$ cat src/rtl/i2c_uart_pkg.sv
// Shared types and constants for the I2C-to-UART frame serialiser.
// The enum always carries ST_CHECK; it is only reachable when I2C_UART_CHECKSUM_EN is defined.
package i2c_uart_pkg;

    typedef enum logic [2:0] {
        ST_IDLE,
        ST_START,
        ST_ADDR,
        ST_MODE,
        ST_DATA1,
        ST_DATA2,
        ST_CHECK,
        ST_STOP
    } state_t;

    localparam logic [7:0] START_BYTE = 8'hFF;
    localparam logic [7:0] STOP_BYTE  = 8'hFF;
    localparam logic [7:0] IDLE_BYTE  = 8'h00;

    localparam logic [1:0] MODE_RD1 = 2'b00;
    localparam logic [1:0] MODE_RD2 = 2'b01;

    // Byte held by a state together with the state that follows it.
    typedef struct packed {
        logic [7:0] byte_val;
        state_t     nxt_state;
    } step_t;

endpackage

$ cat src/rtl/i2c_to_uart_framer.sv
// Captures one I2C transaction record and streams it to the UART core as
// START, ADDR, MODE, [DATA1], [DATA2], STOP. Define I2C_UART_CHECKSUM_EN to add a CHECK byte before STOP.
module i2c_to_uart_framer #(
    parameter logic [7:0] START_BYTE = i2c_uart_pkg::START_BYTE,
    parameter logic [7:0] STOP_BYTE  = i2c_uart_pkg::STOP_BYTE,
    parameter logic [7:0] IDLE_BYTE  = i2c_uart_pkg::IDLE_BYTE
) (
    input  logic        clk,
    input  logic        reset,
    input  logic        data_ready,
    input  logic        tx_done_tick,
    input  logic [15:0] toPC_data,
    input  logic [7:0]  toPC_mode,
    input  logic [7:0]  toPC_address,
    output logic        tx_start,
    output logic [7:0]  data_byte,
    output logic        tx_complete
);
    import i2c_uart_pkg::*;

    state_t      state_q,   state_d;
    logic [7:0]  address_q, address_d;
    logic [7:0]  mode_q,    mode_d;
    logic [15:0] data_q,    data_d;

    step_t cur_step;
    step_t nxt_step;

    // Byte presented in state s and the state that follows it, for the captured record.
    function automatic step_t frame_step(input state_t      s,
                                         input logic [7:0]  addr,
                                         input logic [7:0]  mode,
                                         input logic [15:0] data);
        step_t  r;
        state_t tail;
        logic   has_d1;
        logic   has_d2;
`ifdef I2C_UART_CHECKSUM_EN
        logic [7:0] chk;
`endif
        has_d1 = (mode[1:0] == MODE_RD1) || (mode[1:0] == MODE_RD2);
        has_d2 = (mode[1:0] == MODE_RD2);
`ifdef I2C_UART_CHECKSUM_EN
        tail = ST_CHECK;
        chk  = addr ^ mode;
        if (has_d1) chk = chk ^ data[7:0];
        if (has_d2) chk = chk ^ data[15:8];
`else
        tail = ST_STOP;
`endif
        r.byte_val  = IDLE_BYTE;
        r.nxt_state = ST_IDLE;
        case (s)
            ST_IDLE:  r = '{byte_val: IDLE_BYTE,  nxt_state: ST_START};
            ST_START: r = '{byte_val: START_BYTE, nxt_state: ST_ADDR};
            ST_ADDR:  r = '{byte_val: addr,       nxt_state: ST_MODE};
            ST_MODE:  r = '{byte_val: mode,       nxt_state: has_d1 ? ST_DATA1 : tail};
            ST_DATA1: r = '{byte_val: data[7:0],  nxt_state: has_d2 ? ST_DATA2 : tail};
            ST_DATA2: r = '{byte_val: data[15:8], nxt_state: tail};
`ifdef I2C_UART_CHECKSUM_EN
            ST_CHECK: r = '{byte_val: chk,        nxt_state: ST_STOP};
`endif
            ST_STOP:  r = '{byte_val: STOP_BYTE,  nxt_state: ST_IDLE};
            default:  r = '{byte_val: IDLE_BYTE,  nxt_state: ST_IDLE};
        endcase
        return r;
    endfunction

    always_comb begin
        // NOTE: every output and _d signal gets a default first so no path infers a latch.
        cur_step    = frame_step(state_q, address_q, mode_q, data_q);
        nxt_step    = frame_step(cur_step.nxt_state, address_q, mode_q, data_q);
        state_d     = state_q;
        address_d   = address_q;
        mode_d      = mode_q;
        data_d      = data_q;
        tx_start    = 1'b1;
        data_byte   = cur_step.byte_val;
        tx_complete = 1'b0;

        case (state_q)
            ST_IDLE: begin
                if (data_ready) begin
                    tx_start  = 1'b0;
                    data_byte = nxt_step.byte_val;
                    address_d = toPC_address;
                    mode_d    = toPC_mode;
                    data_d    = toPC_data;
                    state_d   = ST_START;
                end
            end
            ST_STOP: begin
                // Last byte finished: report completion but launch nothing.
                if (tx_done_tick) begin
                    tx_complete = 1'b1;
                    data_byte   = IDLE_BYTE;
                    state_d     = ST_IDLE;
                end
            end
            default: begin
                if (tx_done_tick) begin
                    tx_start  = 1'b0;
                    data_byte = nxt_step.byte_val;
                    state_d   = cur_step.nxt_state;
                end
            end
        endcase
    end

    // NOTE: state uses non-blocking assignments; reset is asynchronous so a mid-frame reset aborts at once.
    always_ff @(posedge clk or posedge reset) begin
        if (reset) begin
            state_q   <= ST_IDLE;
            address_q <= '0;
            mode_q    <= '0;
            data_q    <= '0;
        end else begin
            state_q   <= state_d;
            address_q <= address_d;
            mode_q    <= mode_d;
            data_q    <= data_d;
        end
    end

endmodule

$ cat config.mk
export PLATFORM = sky130hd
export DESIGN_NAME = i2c_to_uart_framer
export DESIGN_NICKNAME = d
export VERILOG_FILES = /design/src/rtl/i2c_uart_pkg.sv /design/src/rtl/i2c_to_uart_framer.sv
export SDC_FILE = /design/constraint.sdc
export NUM_CORES = 1
export LEC_CHECK = 0
export ABC_AREA = 1
export BUFFER_PORTS_ARGS = -buffer_cell sky130_fd_sc_hd__buf_2
export CORE_MARGIN = 2
export CORE_UTILIZATION = 59
export DETAILED_ROUTE_END_ITERATION = 10
export GPL_ROUTABILITY_DRIVEN = 0
export PLACE_DENSITY = 0.83
export SLEW_MARGIN = 20
export SYNTH_ARGS = -nofsm -noshare
export SYNTH_HDL_FRONTEND = slang
export SYNTH_SLANG_ARGS = --single-unit
$ cat constraint.sdc
create_clock -name clk -period 3.1 [get_ports clk]
set_clock_uncertainty 0.1 [all_clocks]
set_input_delay 0.31 -clock clk [delete_from_list [all_inputs] [get_ports clk]]
set_output_delay 0.31 -clock clk [all_outputs]
set_load 0.01 [all_outputs]
==> run metrics, run 1 <==
status completed; critical path startpoint category flip-flop; Final Hold Fails 0; Worst Hold Class input pin to flip-flop; CTS Sinks 35; Total Neg Setup Slack 0 ns; Slew Limit Fails 0; Synth top area share 40.7%; post-synthesis cell count 320; post-synthesis sequential area ratio 40.7%; min Tclk post-route 2.59 ns; hold slack roughly 0.059 ns; I/O pin count 46; Hold Path Cell Cnt 3; Synth Cell Area 2150 sq um; CP required between 2 and 3 ns; Final Setup Violations 0; layout cells sized above 1 18.6%; vias in the first global route 1,961; CTS Buf Count 5; most frequent cells after synthesis nand2_1 (160), dfrtp_1 (35), inv_1 (27); P&R area growth vs syn 14.0%; final worst path period share between 80% and 90%; met2 usage 46.1%; RSZ-0062 raised after global routing false; Rows 21; Final ANT Viol Nets 0; clock transition at the registers of the reported paths 0.11 ns; multi-input logic area ~1100 sq um; Rel. slew slack 57.7%; DRC viols 0; Clk Latency, worst-skew pair 0.35 ns; met1 GRT Util 38.5%; busiest layer in global routing met2; async set-or-reset flop fraction in the synthesized netlist 100%; syn_area_per_cell 6.73 sq um; Detailed Routing Iterations Pass 1 5; met3 usage 5.21%; Worst setup EP type primary output; Synth Net Count 356; clock tree root buffer cell clkbuf_4; Yosys cell types 25; antenna cells 0; peak fanout along the critical path 10; die height 64.4 um; first-pass GRT wire length 9.06 mm; Arr. time, crit path ~2.2 ns; via count 2,195; PwrDens around 1000 nW/um^2; Die X around 64 um; Syn. warnings 0; hpwl dp 3.73 mm; core area 3420 sq um; Max Cap Violations 0; Nets 400; DR iter-0 viols between 200 and 250; final wirelength 5.29 mm; DR WL/cell 12.9 um; Final Util 71.9%; pin count of the biggest net entering global routing 44; f_max 386 MHz; I/O Buffers 45; Leak between 1 and 1.5 nW; Yosys reg bits 35; post_cts resized 0; Synth area leaders dfrtp_1 (41%), nand2_1 (28%), o21ai_0 (4.9%), inv_1 (4.7%), nand3_1 (3.5%); Filler Cells Inserted a little over 300; CTS HTree Levels 2; Crit Path Class flip-flop to primary output; most frequent cell after synthesis nand2_1; CTS tree built; gr usage total between 20 and 30%; Synth area leader dfrtp_1; Synth Flop Type dfrtp_1; Peak VDD IR 0.502 mV; Post-synth EDFFs 0; Setup Buffers After CTS 0; antenna violations before repair 0; worst-margin pin slew 0.633 ns; register area 876 sq um; Hold Buf Count CTS 1; vias per cell 5.34; R2R cell count 7; total die area between 4000 and 5000 sq um; Initial Util 63.0%; CTS Buffer Depth 2; GR Overflow Total 0
## area by class of cell
class,count,share of cell area [%]
repair buffers,48,10.2
clock buffers,8,2.80
well taps,46,2.34
multi-input cells,244,44.3
inverters,30,4.69
flip-flops and latches,35,35.7
## worst paths after layout
check,end,start,slack (ns)
min,mode_q[1],toPC_mode[1],0.06
max reg2reg,address_q[2],state_q[2],1.09
min in group asynchronous,data_q[15],reset,0.50
min reg2reg,mode_q[2],mode_q[2],0.41
max,data_byte[4],state_q[0],0.51
max in group asynchronous,data_q[4],reset,2.07
## state kept, by name, summed over array words and instances, names as in the netlist
signal and cells:
data_q 16, address_q 8, mode_q 8, state_q 3
## cells in the final DEF (no fill, tap or decap), types with 4 or more instances in the layout
master | synthesis | layout
dfrtp_1 | 35 | 35
o211ai_1 | 5 | 5
nor2_4 | 4 | 4
a21oi_1 | 7 | 7
o21ai_0 | 21 | 21
nor2_1 | 20 | 20
clkbuf_4 | 0 | 5
nand3_1 | 15 | 15
inv_1 | 27 | 27
buf_2 | 6 | 45
nand2_1 | 160 | 160
## where the power goes
group	switching (mW)	total [mW]	internal, mW	leakage, nW
clock network	0.150	0.283	0.133	0.0386
registers	0.215	0.886	0.670	0.436
logic	0.838	1.30	0.457	0.882
total	1.20	2.46	1.26	1.36
## cell families after synthesis
kind of cell	share of synthesized area, %
AND/OR/NAND/NOR	41.5
flip-flops	40.7
AO/OA/AOI/OAI	9.01
buffers and inverters	8.83
## worst max-delay path, stage by stage, from the launching register on
cell and delay (ns):
dfrtp_1 0.62, nand2_1 0.20, nor2_4 0.23, nand2_1 0.13
nand3_2 0.21, nor2_1 0.09, nand3_1 0.08, nand2_1 0.06
nand2_1 0.07, buf_2 0.13
## metal layers
metal,vias up,share of wire [%]
met5,-,0
met4,0,2.8
met3,17,8.4
met2,114,46
met1,987,43
li1,1077,-
## metrics by stage
step,instance area (sq um),cells,worst slack [ns],power [mW]
final,2450,411,0.512,2.46
after global routing,2450,411,0.386,2.70
after CTS,2450,411,0.544,2.45
after detailed placement,2380,402,0.961,2.17
after global placement,2380,402,0.952,2.14
after floorplan,2150,320,1.41,1.82
Note: power is estimated with default switching activity, not from simulation.
==> inputs of run 2 (changes only) <==
--- a/config.mk
+++ b/config.mk
@@ -8,10 +8,10 @@
 export ABC_AREA = 1
 export BUFFER_PORTS_ARGS = -buffer_cell sky130_fd_sc_hd__buf_2
 export CORE_MARGIN = 2
-export CORE_UTILIZATION = 59
+export CORE_UTILIZATION = 49
 export DETAILED_ROUTE_END_ITERATION = 10
 export GPL_ROUTABILITY_DRIVEN = 0
-export PLACE_DENSITY = 0.83
+export PLACE_DENSITY = 0.74
 export SLEW_MARGIN = 20
 export SYNTH_ARGS = -nofsm -noshare
 export SYNTH_HDL_FRONTEND = slang
==> constraint.sdc (replaced) <==
create_clock -name clk -period 2.2 [get_ports clk]
set_clock_uncertainty 0.1 [all_clocks]
set_input_delay 0.22 -clock clk [delete_from_list [all_inputs] [get_ports clk]]
set_output_delay 0.22 -clock clk [all_outputs]
set_load 0.01 [all_outputs]
==> run 2 against run 1 <==
Net effect:
- largest power group unchanged
- total power up 50%
- first-iteration DRC count shrank 42%
- wire length up 2.3%
- clock power grew 47%
- non-clock buffer count increased by 12
- via count decreased by 1.8%
- sequential share of layout area shrank 1.8 points
- register-to-register slack got worse by 0.77 ns
- clock-buffer cell count shrank 2
- sequential power grew 41%
- critical path depth unchanged
==> run metrics, run 2 (same netlist as run 1, synthesis figures left out) <==
Final Setup Violations 0; I/O Buffers 45; Hold Path Cell Cnt 3; Hold Path Sink address_q[5]; Largest Register data_q; clock tree root buffer cell clkbuf_8; Clk Latency, worst-skew pair 0.28 ns; flop2flop setup slack 0.32 ns; final worst path period share 95.0%; combinational share of power 54.9%; pin count of the biggest net entering global routing 44; GR Overflow Total 0; hpwl dp 3.80 mm; PwrDens 1420 nW/um^2; layout cells sized above 1 between 20 and 25%; Final Hold Fails 0; most common cell after layout, fill and taps aside nand2_1; Nets 412; Final ANT Viol Nets 0; Final Util 60.4%; R2R Path End data_q[3]; clock share of power between 10% and 20%; DRC viols 0; most frequent cells in the layout nand2_1 (159), buf_2 (45), dfrtp_1 (32); DR WL/cell ~13 um; min Tclk post-route 2.09 ns; antenna cells 0; vias in the first global route 2,006; Max Cap Violations 0; Worst path slowest cell dfrtp_2; P&R area growth vs syn 20.5%; clock transition at the registers of the reported paths 0.07 ns; worst-margin pin slew 0.435 ns; peak fanout along the critical path 8; Seq pwr share ~34%; max FFs per register 16; Hold Startpoint toPC_address[5]; Leak 1.42 nW; f_max around 480 MHz; switching power 1.74 mW; first-pass GRT wire length slightly below 9 mm; gr usage total between 20 and 25%; antenna violations before repair 0; Placed Instance Area 2430 sq um; Crit Path Class flip-flop to primary output; status completed; pre-CTS setup slack about 0.25 ns; Initial Util 50.1%; vias per cell approximately 5.0; I/O pin count 46; core area roughly 4300 sq um; CTS Buffer Depth 2; Die X approximately 70 um; Detailed Routing Iterations Pass 1 4; CTS Buf Count 5; final wirelength 5.41 mm; CP required 1.88 ns; CTS tree built; Rel. slew slack 71.0%; Internal 1.94 mW; CTS HTree Levels 2; via count 2,155; Final Cell Area roughly 2600 sq um; Sw Share 47.3%; crit-path cells buf_4 -> nor3_4 -> buf_4 -> and2_1 -> nor2_1 -> nand3_1 -> nand2_1 -> nand2_1 -> buf_2; Peak VDD IR 0.604 mV; DR iter-0 viols 134; Total Neg Setup Slack 0 ns; RSZ-0062 raised after global routing true; Slew Limit Fails 0; Largest regs data_q: 16 flops, address_q: 8 flops, mode_q: 8 flops; Rows 24; Arr. time, crit path 1.77 ns; critical path's largest stage delay 0.49 ns; critical path startpoint category flip-flop; Worst Hold Class input pin to flip-flop; R2R Path Start state_q[1]; R2R cell count 7; CTS Sinks 35; Filler Cells Inserted between 400 and 500; total die area 4940 sq um; Worst setup EP type primary output; Final WS setup 0.109 ns; die height 70.3 um; Total Power 3.68 mW
[run 2: cell type report]
cell class | instances | area [sq um] | share of cell area, %
Inverter | 30 | 118 | 4.53
Multi-Input combinational cell | 244 | 1110 | 43.0
Clock buffer | 6 | 72.6 | 2.80
Timing Repair Buffer | 60 | 344 | 13.3
Tap cell | 52 | 65.1 | 2.51
Sequential cell | 35 | 880 | 33.9
[run 2: critical path, delay by kind of cell (launching register included)]
| family | cells | cell delay (ns) |
|---|---|---|
| buffers and inverters | 3 | 0.46 |
| AND/OR/NAND/NOR | 6 | 0.54 |
| flip-flops | 1 | 0.49 |
[run 2: how the worst max path moves through the flow]
stage,cells past startpoint,slack [ns],startpoint,endpoint
2_1_floorplan,9,0.60,state_q[2],data_byte[5]
3_3_place_gp,8,0.27,state_q[2],data_byte[5]
3_5_place_dp,8,0.25,state_q[1],data_byte[7]
4_1_cts,8,0.03,state_q[2],data_byte[4]
5_1_grt,10,-0.01,state_q[2],data_byte[5]
6_report,9,0.11,state_q[1],data_byte[4]
[run 2: repair_timing]
item                                   4_1_cts  5_1_grt
resized for setup                            4        8
endpoints found under the hold margin       35        0
hold buffers                                 1        0
pin swaps                                    0        4
setup endpoints to repair                    6        8
setup buffers                                0        6
[run 2: power by group through the flow]
stage | Combinational (mW) | Clock [mW] | Sequential, mW
2_1_floorplan | 1.46 | 0 | 1.10
3_3_place_gp | 1.82 | 0 | 1.25
3_5_place_dp | 1.86 | 0 | 1.26
4_1_cts | 1.87 | 0.426 | 1.25
5_1_grt | 2.30 | 0.459 | 1.28
6_report | 2.02 | 0.417 | 1.25
[run 2: per-layer routing]
layer / vias up / global-route usage (%) / routed length, um
met2: 54 / 35.1 / 2540
met3: 13 / 5.05 / 252
met1: 989 / 30.3 / 2460
li1: 1099 / - / -
met4: 0 / 10.3 / 159
met5: - / 0 / 0
[run 2: metrics by stage]
step,hold WS (ns),instances
after CTS,0.0306,421
after global routing,0.0315,427
after floorplan,0.237,320
after detailed placement,0.244,414
after global placement,0.236,414
final,0.0308,427
